[config.mk]
export PLATFORM = sky130hd
export DESIGN_NAME = bist_ctrl_flat
export DESIGN_NICKNAME = d
export VERILOG_FILES = /design/src/rtl/bist_ctrl_if.sv /design/src/rtl/bist_ctrl.sv /design/src/flat_wrapper.sv
export SDC_FILE = /design/constraint.sdc
export NUM_CORES = 1
export LEC_CHECK = 0
export ABC_AREA = 1
export CAP_MARGIN = 20
export CELL_PAD_IN_SITES_DETAIL_PLACEMENT = 0
export CELL_PAD_IN_SITES_GLOBAL_PLACEMENT = 1
export CORE_ASPECT_RATIO = 1.1
export CORE_UTILIZATION = 34
export DETAILED_ROUTE_END_ITERATION = 7
export GPL_TIMING_DRIVEN = 0
export PLACE_DENSITY = 0.81
export SLEW_MARGIN = 20
export SYNTH_ARGS = -nofsm -noshare
export SYNTH_HDL_FRONTEND = slang
export SYNTH_SLANG_ARGS = --single-unit
export TNS_END_PERCENT = 100
[constraint.sdc]
create_clock -name clk -period 2.9 [get_ports clk]
set_input_delay 0.58 -clock clk [delete_from_list [all_inputs] [get_ports clk]]
set_output_delay 0.58 -clock clk [all_outputs]
set_load 0.05 [all_outputs]
[src/rtl/bist_ctrl_if.sv]
// Signal bundle between the BIST controller and its environment (CUT pair + host).
interface bist_ctrl_if #(
  parameter int PAT_W = 4,
  parameter int CNT_W = PAT_W + 1
);
  logic             start;
  logic             abort;
  logic             cut_f;
  logic             gold_f;
  logic [PAT_W-1:0] pattern;
  logic             fault_inject;
  logic             busy;
  logic             done;
  logic             pass0_ok;
  logic             detected;
  logic [CNT_W-1:0] err_cnt;
  logic [PAT_W-1:0] first_fail;
  logic [15:0]      signature;

  modport slave (
    input  start, abort, cut_f, gold_f,
    output pattern, fault_inject, busy, done, pass0_ok, detected,
           err_cnt, first_fail, signature
  );

  modport master (
    output start, abort, cut_f, gold_f,
    input  pattern, fault_inject, busy, done, pass0_ok, detected,
           err_cnt, first_fail, signature
  );
endinterface

[src/rtl/bist_ctrl.sv]
// Two-pass exhaustive BIST controller: fault-free pass, then fault-injected pass.
// Optional response signature MISR enabled by defining BIST_MISR_EN.
module bist_ctrl #(
  parameter int PAT_W = 4,
  parameter int CNT_W = PAT_W + 1
) (
  input logic       clk,
  input logic       rst,
  bist_ctrl_if.slave bus
);

  typedef enum logic [1:0] {IDLE, RUN0, RUN1, DONE} state_t;

  state_t           state_q, state_d;
  logic [PAT_W-1:0] pattern_q, pattern_d;
  logic             fi_q, fi_d;
  logic             pass0_q, pass0_d;
  logic             det_q, det_d;
  logic [CNT_W-1:0] err_q, err_d;
  logic [PAT_W-1:0] ff_q, ff_d;
  logic             mismatch;
  logic             last_pat;

  assign mismatch = bus.cut_f ^ bus.gold_f;
  assign last_pat = (pattern_q == '1);

  always_ff @(posedge clk or posedge rst) begin
    if (rst) state_q <= IDLE;
    else     state_q <= state_d;
  end

  // abort outranks the end-of-pass transition
  always_comb begin
    state_d = state_q;
    unique case (state_q)
      IDLE, DONE: if (bus.start) state_d = RUN0;
      RUN0: begin
        if (bus.abort)     state_d = IDLE;
        else if (last_pat) state_d = RUN1;
      end
      RUN1: begin
        if (bus.abort)     state_d = IDLE;
        else if (last_pat) state_d = DONE;
      end
      default: state_d = IDLE;
    endcase
  end

  always_comb begin
    bus.busy = (state_q == RUN0) || (state_q == RUN1);
    bus.done = (state_q == DONE);
  end

  always_comb begin
    pattern_d = pattern_q;
    fi_d      = fi_q;
    pass0_d   = pass0_q;
    det_d     = det_q;
    err_d     = err_q;
    ff_d      = ff_q;
    unique case (state_q)
      IDLE, DONE: begin
        if (bus.start) begin
          pattern_d = '0;
          fi_d      = 1'b0;
          pass0_d   = 1'b1;
          det_d     = 1'b0;
          err_d     = '0;
          ff_d      = '0;
        end
      end
      RUN0: begin
        if (bus.abort) begin
          pattern_d = '0;
          fi_d      = 1'b0;
        end else begin
          pattern_d = pattern_q + PAT_W'(1);
          if (mismatch) pass0_d = 1'b0;
          if (last_pat) fi_d = 1'b1;
        end
      end
      RUN1: begin
        if (bus.abort) begin
          pattern_d = '0;
          fi_d      = 1'b0;
        end else begin
          pattern_d = pattern_q + PAT_W'(1);
          if (mismatch) begin
            err_d = (err_q == '1) ? err_q : err_q + CNT_W'(1);
            det_d = 1'b1;
            if (!det_q) ff_d = pattern_q;
          end
          if (last_pat) fi_d = 1'b0;
        end
      end
      default: ;
    endcase
  end

  always_ff @(posedge clk or posedge rst) begin
    if (rst) begin
      pattern_q <= '0;
      fi_q      <= 1'b0;
      pass0_q   <= 1'b0;
      det_q     <= 1'b0;
      err_q     <= '0;
      ff_q      <= '0;
    end else begin
      pattern_q <= pattern_d;
      fi_q      <= fi_d;
      pass0_q   <= pass0_d;
      det_q     <= det_d;
      err_q     <= err_d;
      ff_q      <= ff_d;
    end
  end

  assign bus.pattern      = pattern_q;
  assign bus.fault_inject = fi_q;
  assign bus.pass0_ok     = pass0_q;
  assign bus.detected     = det_q;
  assign bus.err_cnt      = err_q;
  assign bus.first_fail   = ff_q;

`ifdef BIST_MISR_EN
  logic [15:0] sig_q, sig_d;
  logic        sig_fb;

  // x^16+x^12+x^5+1, MSB-first shift of cut_f
  always_comb begin
    sig_d  = sig_q;
    sig_fb = sig_q[15] ^ bus.cut_f;
    unique case (state_q)
      IDLE, DONE: if (bus.start) sig_d = '1;
      default:    sig_d = {sig_q[14:0], 1'b0} ^ (sig_fb ? 16'h1021 : 16'h0000);
    endcase
  end

  always_ff @(posedge clk or posedge rst) begin
    if (rst) sig_q <= '0;
    else     sig_q <= sig_d;
  end

  assign bus.signature = sig_q;
`else
  assign bus.signature = '0;
`endif

endmodule
[src/flat_wrapper.sv]
// flat-port wrapper written by rule: the top's interface ports become plain ports
module bist_ctrl_flat 
#(
  parameter int PAT_W = 4,
  parameter int CNT_W = PAT_W + 1
)
  (clk, rst, bus_start, bus_abort, bus_cut_f, bus_gold_f, bus_pattern, bus_fault_inject, bus_busy, bus_done, bus_pass0_ok, bus_detected, bus_err_cnt, bus_first_fail, bus_signature);
  bist_ctrl_if #(.PAT_W(PAT_W), .CNT_W(CNT_W)) bus_i ();
  input logic clk;
  input logic rst;
  input wire logic [$bits(bus_i.start)-1:0] bus_start;
  input wire logic [$bits(bus_i.abort)-1:0] bus_abort;
  input wire logic [$bits(bus_i.cut_f)-1:0] bus_cut_f;
  input wire logic [$bits(bus_i.gold_f)-1:0] bus_gold_f;
  output wire logic [$bits(bus_i.pattern)-1:0] bus_pattern;
  output wire logic [$bits(bus_i.fault_inject)-1:0] bus_fault_inject;
  output wire logic [$bits(bus_i.busy)-1:0] bus_busy;
  output wire logic [$bits(bus_i.done)-1:0] bus_done;
  output wire logic [$bits(bus_i.pass0_ok)-1:0] bus_pass0_ok;
  output wire logic [$bits(bus_i.detected)-1:0] bus_detected;
  output wire logic [$bits(bus_i.err_cnt)-1:0] bus_err_cnt;
  output wire logic [$bits(bus_i.first_fail)-1:0] bus_first_fail;
  output wire logic [$bits(bus_i.signature)-1:0] bus_signature;
  assign bus_i.start = bus_start;
  assign bus_i.abort = bus_abort;
  assign bus_i.cut_f = bus_cut_f;
  assign bus_i.gold_f = bus_gold_f;
  assign bus_pattern = bus_i.pattern;
  assign bus_fault_inject = bus_i.fault_inject;
  assign bus_busy = bus_i.busy;
  assign bus_done = bus_i.done;
  assign bus_pass0_ok = bus_i.pass0_ok;
  assign bus_detected = bus_i.detected;
  assign bus_err_cnt = bus_i.err_cnt;
  assign bus_first_fail = bus_i.first_fail;
  assign bus_signature = bus_i.signature;
  bist_ctrl #(.PAT_W(PAT_W), .CNT_W(CNT_W)) u_core (.clk(clk), .rst(rst), .bus(bus_i));
endmodule
### After elaboration in Yosys (flattened, before gate mapping)

Index checks and enable logic that the tools add are counted.

* bits in registers: 18
* bits of input ports: 6
* output and inout bits: 34
* word-level logic and storage cells: 66

* add/sub/neg operators: 2
* eq/ne operators: 14
* multiplexer cells: 31
* bitwise logic cells: 1
* reduce and logical (&&, ||, !) cells: 11

Operators with widths (count)
* 4-bit two-way mux: 5
* 5-bit two-way mux: 4
* 4-bit one-hot mux with 2 select lines: 2
* 1-bit two-way mux: 10
* 2-bit two-way mux: 5
* 2-bit inequality test, second input constant: 5
* 5-bit one-hot mux with 2 select lines: 1
* 5-bit AND reduction: 2
* 4-bit AND reduction: 2
* 3-bit by 2-bit inequality test with 1-bit output, second input constant: 2
* 2-bit one-hot mux with 3 select lines: 1
* 5-bit by 1-bit adder with 5-bit output, second input constant: 1
* 5-bit == test, second input constant: 1
* 4-bit by 1-bit adder with 4-bit output, second input constant: 1
* 2-bit == test, second input constant: 2
* 4-bit == test, second input constant: 1
* 2-bit by 1-bit inequality test with 1-bit output, second input constant: 2
* 1-bit one-hot mux with 2 select lines: 2
* 2-bit nonzero test: 2
* 2-bit OR reduction: 2
* 1-bit one-hot mux with 3 select lines: 1
* 3-bit AND reduction: 1
* 2-bit by 1-bit == test with 1-bit output, second input constant: 1
* 2-bit zero test: 1
* 2 further kinds: 2

### Depth between registers and ports, before layout

* depth in word-level cells: 5
* gate-level depth with buffers: 9
* gate-level depth less buffers: 9

### Worst setup path after synthesis

No wires, ideal clock.

* path kind: register to register
* start: register u_core.err_q[0] (netlist: u_core.bus.err_cnt[0])
* end: register u_core.err_q[0] (netlist: u_core.bus.err_cnt[0])
* library setup time: 0.118 ns
* arrival: 1.558 ns
* data required time: 2.782 ns
* path slack: 1.224 ns
* stages on the path, launching flop included: 9
* path buffers: 0
* period minus slack after synthesis: 1.676 ns
* cell sequence: dfrtp_1 -> ha_1 -> nand2_1 -> nor2_1 -> ha_1 -> nand2_1 -> nand3_2 -> nand2_1 -> nand2_1

* longest elaborated chain between the ends: 5
* elaborated cells on any way between the ends: 8
* those cells by class: add/sub (1); eq/ne (2); mux (4); reduce/logical (1)

RTL lines
* start: declaration: RTL line bist_ctrl.sv:19 `logic [CNT_W-1:0] err_q, err_d;`
* start signal: assignment: RTL line bist_ctrl.sv:113 `err_q <= err_d;`
* 5-bit by 1-bit adder with 5-bit output: RTL line bist_ctrl.sv:89 `err_d = (err_q == '1) ? err_q : err_q + CNT_W'(1);`
* 5-bit two-way mux: RTL line bist_ctrl.sv:89
* 5-bit two-way mux: RTL line bist_ctrl.sv:88 `if (mismatch) begin`
* 5-bit two-way mux: RTL line bist_ctrl.sv:83 `if (bus.abort) begin`
* 5-bit one-hot mux with 2 select lines: RTL line bist_ctrl.sv:61 `unique case (state_q)`

Several ways; a longest one is shown, not always the timed one. The select of a mux whose other input is x is not followed.
A chain may end at the register's enable or synchronous reset.

### Worst setup path in the final report

* start: register u_core.state_q[0]
* end: output bus_busy

* longest elaborated chain between the ends: 2
* elaborated cells on any way between the ends: 3
* those cells by class: eq/ne (2); reduce/logical (1)

RTL lines
* start: declaration: RTL line bist_ctrl.sv:14 `state_t state_q, state_d;`
* start signal: assignment: RTL line bist_ctrl.sv:29 `else state_q <= state_d;`
* 2-bit by 1-bit == test with 1-bit output or 2-bit == test (tied branches): RTL line bist_ctrl.sv:50 `bus.busy = (state_q == RUN0) || (state_q == RUN1);`
* 1-bit logical OR (*): RTL line bist_ctrl.sv:50
* end: declaration: RTL line flat_wrapper.sv:17 `output wire logic [$bits(bus_i.busy)-1:0] bus_busy;`

Mark *: on every way between the ends. The rest lies on a longest branch, timed or not.

==> flow_metrics.env <==
export IMPL_rr_worst_depth=7
export IMPL_hold_class="reg -> reg"
export IMPL_num_fill_cells=340
export IMPL_leakagePower_nw=0.852
export IMPL_regArea_sq_um=450
export IMPL_cts_setup_buffers=0
export IMPL_min_to="u_core.bus.first_fail[2]"
export IMPL_ant_nets=0
export IMPL_pre_cts_slack_ns=0.654
export IMPL_worstReg2RegStart="u_core.state_q[0]"
export IMPL_cts_root_buf="clkbuf_4"
export IMPL_die_y_um=63.2
export IMPL_worstHoldPathCells=2
export IMPL_wirelength_mm=2.26
export IMPL_setup_tns_ns=0
export IMPL_die_area_sq_um=3640
export IMPL_report_final_slew_viol_count=0
export IMPL_most_common_layout_cells="47 x nand2_1, 23 x clkdlybuf4s50_1, 18 x dfrtp_1"
export IMPL_clkLatencyLatePin_ns=0.29
export IMPL_clock_path_buffers=2
export IMPL_drv_cap=0
export IMPL_nNetsFinal=209
export IMPL_seqPwrFrac_pct=26.8
export IMPL_rows=21
export IMPL_min_from="u_core.bus.first_fail[2]"
export IMPL_h_tree_depth=1
export IMPL_die_w_um=57.6
export IMPL_synth_warnings=0
export IMPL_place_congestion=0.831
export IMPL_drc=1
export IMPL_drtPass1Iterations=8
export IMPL_initial_utilization_pct=36.7
export IMPL_r2r_end="u_core.bus.err_cnt[2]"
export IMPL_slowest_delay_ns=0.80
export IMPL_switchingPower_mw=0.730
export IMPL_rrSetupSlack_ns=1.30
export IMPL_fin_worst_skew_ns=0.00695
export IMPL_power_switching_share_pct=53.9
export IMPL_grt_use_total_pct=13.9
export IMPL_grt_pass1_vias=920
export IMPL_crit_fanout=4
export IMPL_clkTransAtPathRegs_ns=0.10
export IMPL_cp_cell_sequence="inv_1, ha_1, inv_2, clkdlybuf4s50_1"
export IMPL_rsz0062_at_grt="false"
export IMPL_synth_area_sq_um=1160
export IMPL_overflow=0
export IMPL_grt_max_degree=19
export IMPL_antenna_found_initial=0
export IMPL_startpoint_type="register"
export IMPL_crit_family="buffers and inverters"
export IMPL_intPower_mw=0.623
export IMPL_drtIter0Drc=32
export IMPL_grt_pass1_wl_mm=4.03
export IMPL_arrival_ns=1.99
export IMPL_multi_input_area_sq_um=552
export IMPL_fmax_mhz=390
export IMPL_layout_setup_ws_ns=0.335
export IMPL_drive_above_1_share_pct=15.9
export IMPL_area_growth_pct=30.4
export IMPL_violations="DRC"
export IMPL_netlist_instances=154
export IMPL_fin_crit_sh_pct=88.5
export IMPL_vias=1017
export IMPL_vdd_drop_max_mv=0.716
export IMPL_comb_power_share_pct=64.0
export IMPL_cts_sinks=18
export IMPL_coreArea_sq_um=3150
export IMPL_cts_made_buffers=3
export IMPL_synth_avg_cell_area_sq_um=7.51
export IMPL_yosysSeqAreaShare_pct=39.0
export IMPL_status="complete, but fails checks"
export IMPL_antenna_cells=0
export IMPL_vias_per_cell=4.44
export IMPL_io_buffers=23
export IMPL_slew_headroom_pct=52.1
export IMPL_synth_seq_cells=18
export IMPL_hold_violations=0
export IMPL_worstSetupEndpointType="output port"
export IMPL_tightest_slew_ns=0.718
export IMPL_cts_resized=0
export IMPL_p_per_area_nw_per_um2=897
export IMPL_wl_per_cell_um=9.87
export IMPL_cts_hold_buf=0
export IMPL_io_pins=40
export IMPL_critPathKind="reg -> out"
export IMPL_critPathSlowestCell="clkdlybuf4s50_1"
export IMPL_synth_cell_types=20
export IMPL_finalSetupViolCount=0
export IMPL_p_clk_share_pct=9.1
export IMPL_period_needed_ns=2.57
export IMPL_dp_hpwl_mm=1.74
export IMPL_cts_tree="yes"
export IMPL_cp_num_buf_inv=3
export IMPL_final_common_cell="nand2_1"
export IMPL_cp_required_ns=2.32
synthesized netlist by cell type:
| master | n | area [sq um] |
|---|---|---|
| a21oi_1 | 2 | 10.0 |
| a22o_1 | 1 | 8.76 |
| buf_4 | 17 | 128 |
| conb_1 | 1 | 3.75 |
| dfrtp_1 | 18 | 450 |
| ha_1 | 6 | 75.1 |
| inv_1 | 17 | 63.8 |
| inv_2 | 5 | 18.8 |
| nand2_1 | 47 | 176 |
| nand2_2 | 1 | 6.26 |
| nand3_1 | 13 | 65.1 |
| nand3_2 | 3 | 30.0 |
| nand4_1 | 1 | 6.26 |
| nor2_1 | 12 | 45.0 |
| nor2_4 | 1 | 11.3 |
| nor3_1 | 1 | 5.00 |
| o21ai_0 | 2 | 10.0 |
| o21ai_1 | 4 | 20.0 |
| o21ai_4 | 1 | 16.3 |
| o22ai_1 | 1 | 6.26 |
through the flow:
step / power, mW / instances / cell area (sq um) / hold slack (ns) / utilization [%]
after floorplan: 1.02 / 169 / 1210 / 0.509 / -
after global placement: 1.23 / 226 / 1490 / 0.468 / 47.1
after detailed placement: 1.24 / 226 / 1490 / 0.474 / 47.1
after CTS: 1.37 / 229 / 1510 / 0.500 / 47.8
after global routing: 1.46 / 229 / 1510 / 0.520 / 47.8
final: 1.35 / 229 / 1510 / 0.494 / 47.8
worst min-delay path: cells and delay by family, from the launching register on:
kind / cells / cell delay (ns)
flops: 1 / 0.36
simple gates: 2 / 0.11
power groups by stage:
stage                     registers, mW  logic, mW  clock network [mW]
after floorplan                   0.499      0.517                   0
after global placement            0.366      0.861                   0
after detailed placement          0.369      0.868                   0
after CTS                         0.364      0.872               0.130
after global routing              0.376      0.946               0.142
final                             0.363      0.866               0.124
cell families after synthesis:
logic type                 synth area share (%)
other                                     0.324
adders and majority gates                  6.49
and+or+nand+nor                            29.9
DFF                                        39.0
buffers and inverters                      18.2
AOI/OAI and AO/OA                          6.17
how the worst max path moves through the flow:
stage | endpoint | startpoint | depth (start not counted) | slack (ns)
2_1_floorplan | u_core.bus.err_cnt[0] | u_core.bus.err_cnt[0] | 8 | 1.22
3_3_place_gp | bus_busy | u_core.state_q[0] | 4 | 0.66
3_5_place_dp | bus_busy | u_core.state_q[0] | 4 | 0.65
4_1_cts | bus_busy | u_core.state_q[0] | 4 | 0.31
5_1_grt | bus_busy | u_core.state_q[0] | 4 | 0.23
6_report | bus_busy | u_core.state_q[0] | 4 | 0.33
routing by layer:
metal  up-vias  wire length, um  share of wire [%]  GRT usage [%]
met5         -                0                  0              0
met4         0               12               0.53           4.57
met3         2              123                5.4           2.05
met2        32             1060                 47           22.2
met1       449             1060                 47           18.9
li1        534                -                  -              -
registers in the layout (all words and copies together), names as in the netlist:
register	cells
u_core.bus.pass0_ok	1
u_core.bus.pattern	4
u_core.bus.err_cnt	5
u_core.bus.first_fail	4
u_core.state_q	2
u_core.bus.fault_inject	1
u_core.bus.detected	1
area by class of cell:
class / count / area share [%]
multi-input cells: 112 / 36.6
flip-flops and latches: 18 / 29.9
repair buffers: 23 / 15.3
plain buffers: 17 / 8.46
inverters: 22 / 5.48
well taps: 34 / 2.82
clock buffers: 3 / 1.49
Note: power is estimated with default switching activity, not from simulation.
==> variant, RTL diff (same flow settings) <==
`PAT_W` is set to 4 in 3 places; all go to 3.
--- a/src/rtl/bist_ctrl_if.sv
+++ b/src/rtl/bist_ctrl_if.sv
@@ -1,6 +1,6 @@
 // Signal bundle between the BIST controller and its environment (CUT pair + host).
 interface bist_ctrl_if #(
-  parameter int PAT_W = 4,
+  parameter int PAT_W = 3,
   parameter int CNT_W = PAT_W + 1
 );
   logic             start;
--- a/src/rtl/bist_ctrl.sv
+++ b/src/rtl/bist_ctrl.sv
@@ -1,7 +1,7 @@
 // Two-pass exhaustive BIST controller: fault-free pass, then fault-injected pass.
 // Optional response signature MISR enabled by defining BIST_MISR_EN.
 module bist_ctrl #(
-  parameter int PAT_W = 4,
+  parameter int PAT_W = 3,
   parameter int CNT_W = PAT_W + 1
 ) (
   input logic       clk,
--- a/src/flat_wrapper.sv
+++ b/src/flat_wrapper.sv
@@ -1,7 +1,7 @@
 // flat-port wrapper written by rule: the top's interface ports become plain ports
 module bist_ctrl_flat 
 #(
-  parameter int PAT_W = 4,
+  parameter int PAT_W = 3,
   parameter int CNT_W = PAT_W + 1
 )
   (clk, rst, bus_start, bus_abort, bus_cut_f, bus_gold_f, bus_pattern, bus_fault_inject, bus_busy, bus_done, bus_pass0_ok, bus_detected, bus_err_cnt, bus_first_fail, bus_signature);
Interface: changed (resized bus_err_cnt, bus_first_fail and bus_pattern); port bits go from 40 to 37. The function was not compared with the original's and may differ.
==> variant against the unedited design <==
Hold slack gained 0.0012 ns. Routed wire length shrank 14%. Count of clock-buffer cells in the layout is the same. Die area shrank 9.2%. Clock skew shrank 0.0014 ns. Sequential cell count shrank 3. Final cell count shrank 12%. Non-clock buffer count shrank 3. Area after synthesis shrank 9.5%. Design area shrank 9.0%. Power shrank 33%. Worst setup slack lost 0.077 ns. Sequential power shrank 23%.
==> variant: results (changes against the unedited design) <==
----------------------------------------------------
[GRT]
  Pin count of the biggest net entering global routing ... 16 (-3)
  Met2 capacity usage during global routing ... 20.5% (-1.8 points)
  GR met1 Demand/Resource ... 17.1% (-1.8 points)
  Vias in the first global route ... 707 (-23%)
  Grt met3 use ... 3.56% (+1.5 points)
  Global-route total usage across every layer ... 13.1% (-0.74 points)

[Status]
  Status ... finished, final reports clean

[Setup path]
  Arrival @ worst endpoint ... 2.06 ns (+0.07 ns)
  Slack of the worst reg-to-reg path ... 1.32 ns (+0.02 ns)

[Min path]
  Worst Hold End ... u_core.bus.first_fail[1]
  Hold path start ... u_core.bus.first_fail[1]
  Cell depth of the worst hold path ... 2 (unchanged)

[Logic synthesis]
  Syn Area/Cell ... 8.11 µm² (+8.0%)
  Most frequent cells after synthesis ... sky130_fd_sc_hd__nand2_1 (31), sky130_fd_sc_hd__buf_4 (16), sky130_fd_sc_hd__dfrtp_1 (15), sky130_fd_sc_hd__inv_1 (15), sky130_fd_sc_hd__nand3_1 (9)
  Synth top area cells ... sky130_fd_sc_hd__dfrtp_1 (36%), sky130_fd_sc_hd__buf_4 (11%), sky130_fd_sc_hd__nand2_1 (11%)
  Count of distinct cell types in the synthesized netlist ... 22 (+10%)
  Fraction of the yosys area taken by sequential cells ... 35.9% (-3.1 points)

[Place]
  Number of buffers inserted by port buffering ... 20 (-13%)
  Last weighted congestion value of the routability-driven placer ... 0.743 (-11%)
  Placed wire-length estimate after detailed placement ... 1.52 mm (-13%)
  Total placed cells including tap cells ... 197 (-13%)
  Placed inst area ... 1340 µm² (-9.5%)

[STA]
  Max transition margin ... 60.1% (+8.0 points)
  Setup skew after layout ... 0.00559 ns (-0.00136 ns)
  Minimum hold slack ... 0.495 ns (+0.00122 ns)

[Route]
  1st-pass router iterations ... 4 (-4)
  Met2 WL ... 862 µm (-19%)
  Count of routing violations after the opening detailed-route iteration ... 8 (-75%)
  Average wire per cell in the routed design ... 9.68 µm (-1.9%)
  Routed via count ... 858 (-16%)

[Layout]
  Fraction of layout instances using a drive strength above 1 ... 19.6% (+3.7 points)
  Flip-flop count of the largest register, all copies and words added ... 4 (-1)
  Layout net count ... 182 (-13%)

[Power and ir drop]
  P_leak ... 0.000775 µW (-9.0%)
  Fraction of power spent switching nets ... 49.2% (-4.8 points)

----------------------------------------------------
variant: cell types whose count changed in the layout (fill, tap and decap cells not counted), moves of 3 or more:
cell / change
sky130_fd_sc_hd__nand2_1: -16
sky130_fd_sc_hd__nor2_1: -5
sky130_fd_sc_hd__nand3_1: -4
sky130_fd_sc_hd__clkdlybuf4s50_1: -3
sky130_fd_sc_hd__dfrtp_1: -3
variant: area by class of cell:
| cell class | count | area (µm²) |
|---|---|---|
| fillers | 306 | 1480 |
| well taps | 33 | 41.3 |
| clock inverters | 1 | 5.00 |
| multi-input cells | 93 | 510 |
| plain buffers | 17 | 131 |
| repair buffers | 20 | 200 |
| inverters | 19 | 85.1 |
| clock buffers | 3 | 22.5 |
| flip-flops and latches | 15 | 375 |
variant: worst register-to-register path: cells and delay by family (launching register included):
kind | cells | cell delay [ns]
AND/OR/NAND/NOR | 5 | 0.55
flip-flops | 1 | 0.41
buffers and inverters | 2 | 0.17
adder cells (fa/ha/maj) | 1 | 0.37
variant: metrics by stage:
stage	setup WS, ns	power, µW
global placement	0.593	786
global route	0.165	974
CTS	0.249	921
finish	0.258	913
detailed placement	0.578	795
floorplan	1.32	667
variant: worst max-delay path by stage:
stage,startpoint,end,slack [ns],cells after the start
after floorplan,u_core.state_q[0],bus_busy,1.32,3
after global placement,u_core.state_q[0],bus_busy,0.59,4
after detailed placement,u_core.state_q[0],bus_busy,0.58,4
after CTS,u_core.state_q[0],bus_busy,0.25,4
after global routing,u_core.state_q[0],bus_busy,0.16,4
final,u_core.state_q[0],bus_busy,0.26,4
variant: cells by family after synthesis:
family                     share of synthesized area [%]
DFF                                                 35.9
and+or+nand+nor                                     26.2
AOI/OAI and AO/OA                                   8.49
buffers and inverters                               20.7
adders and majority gates                           8.37
other                                              0.359
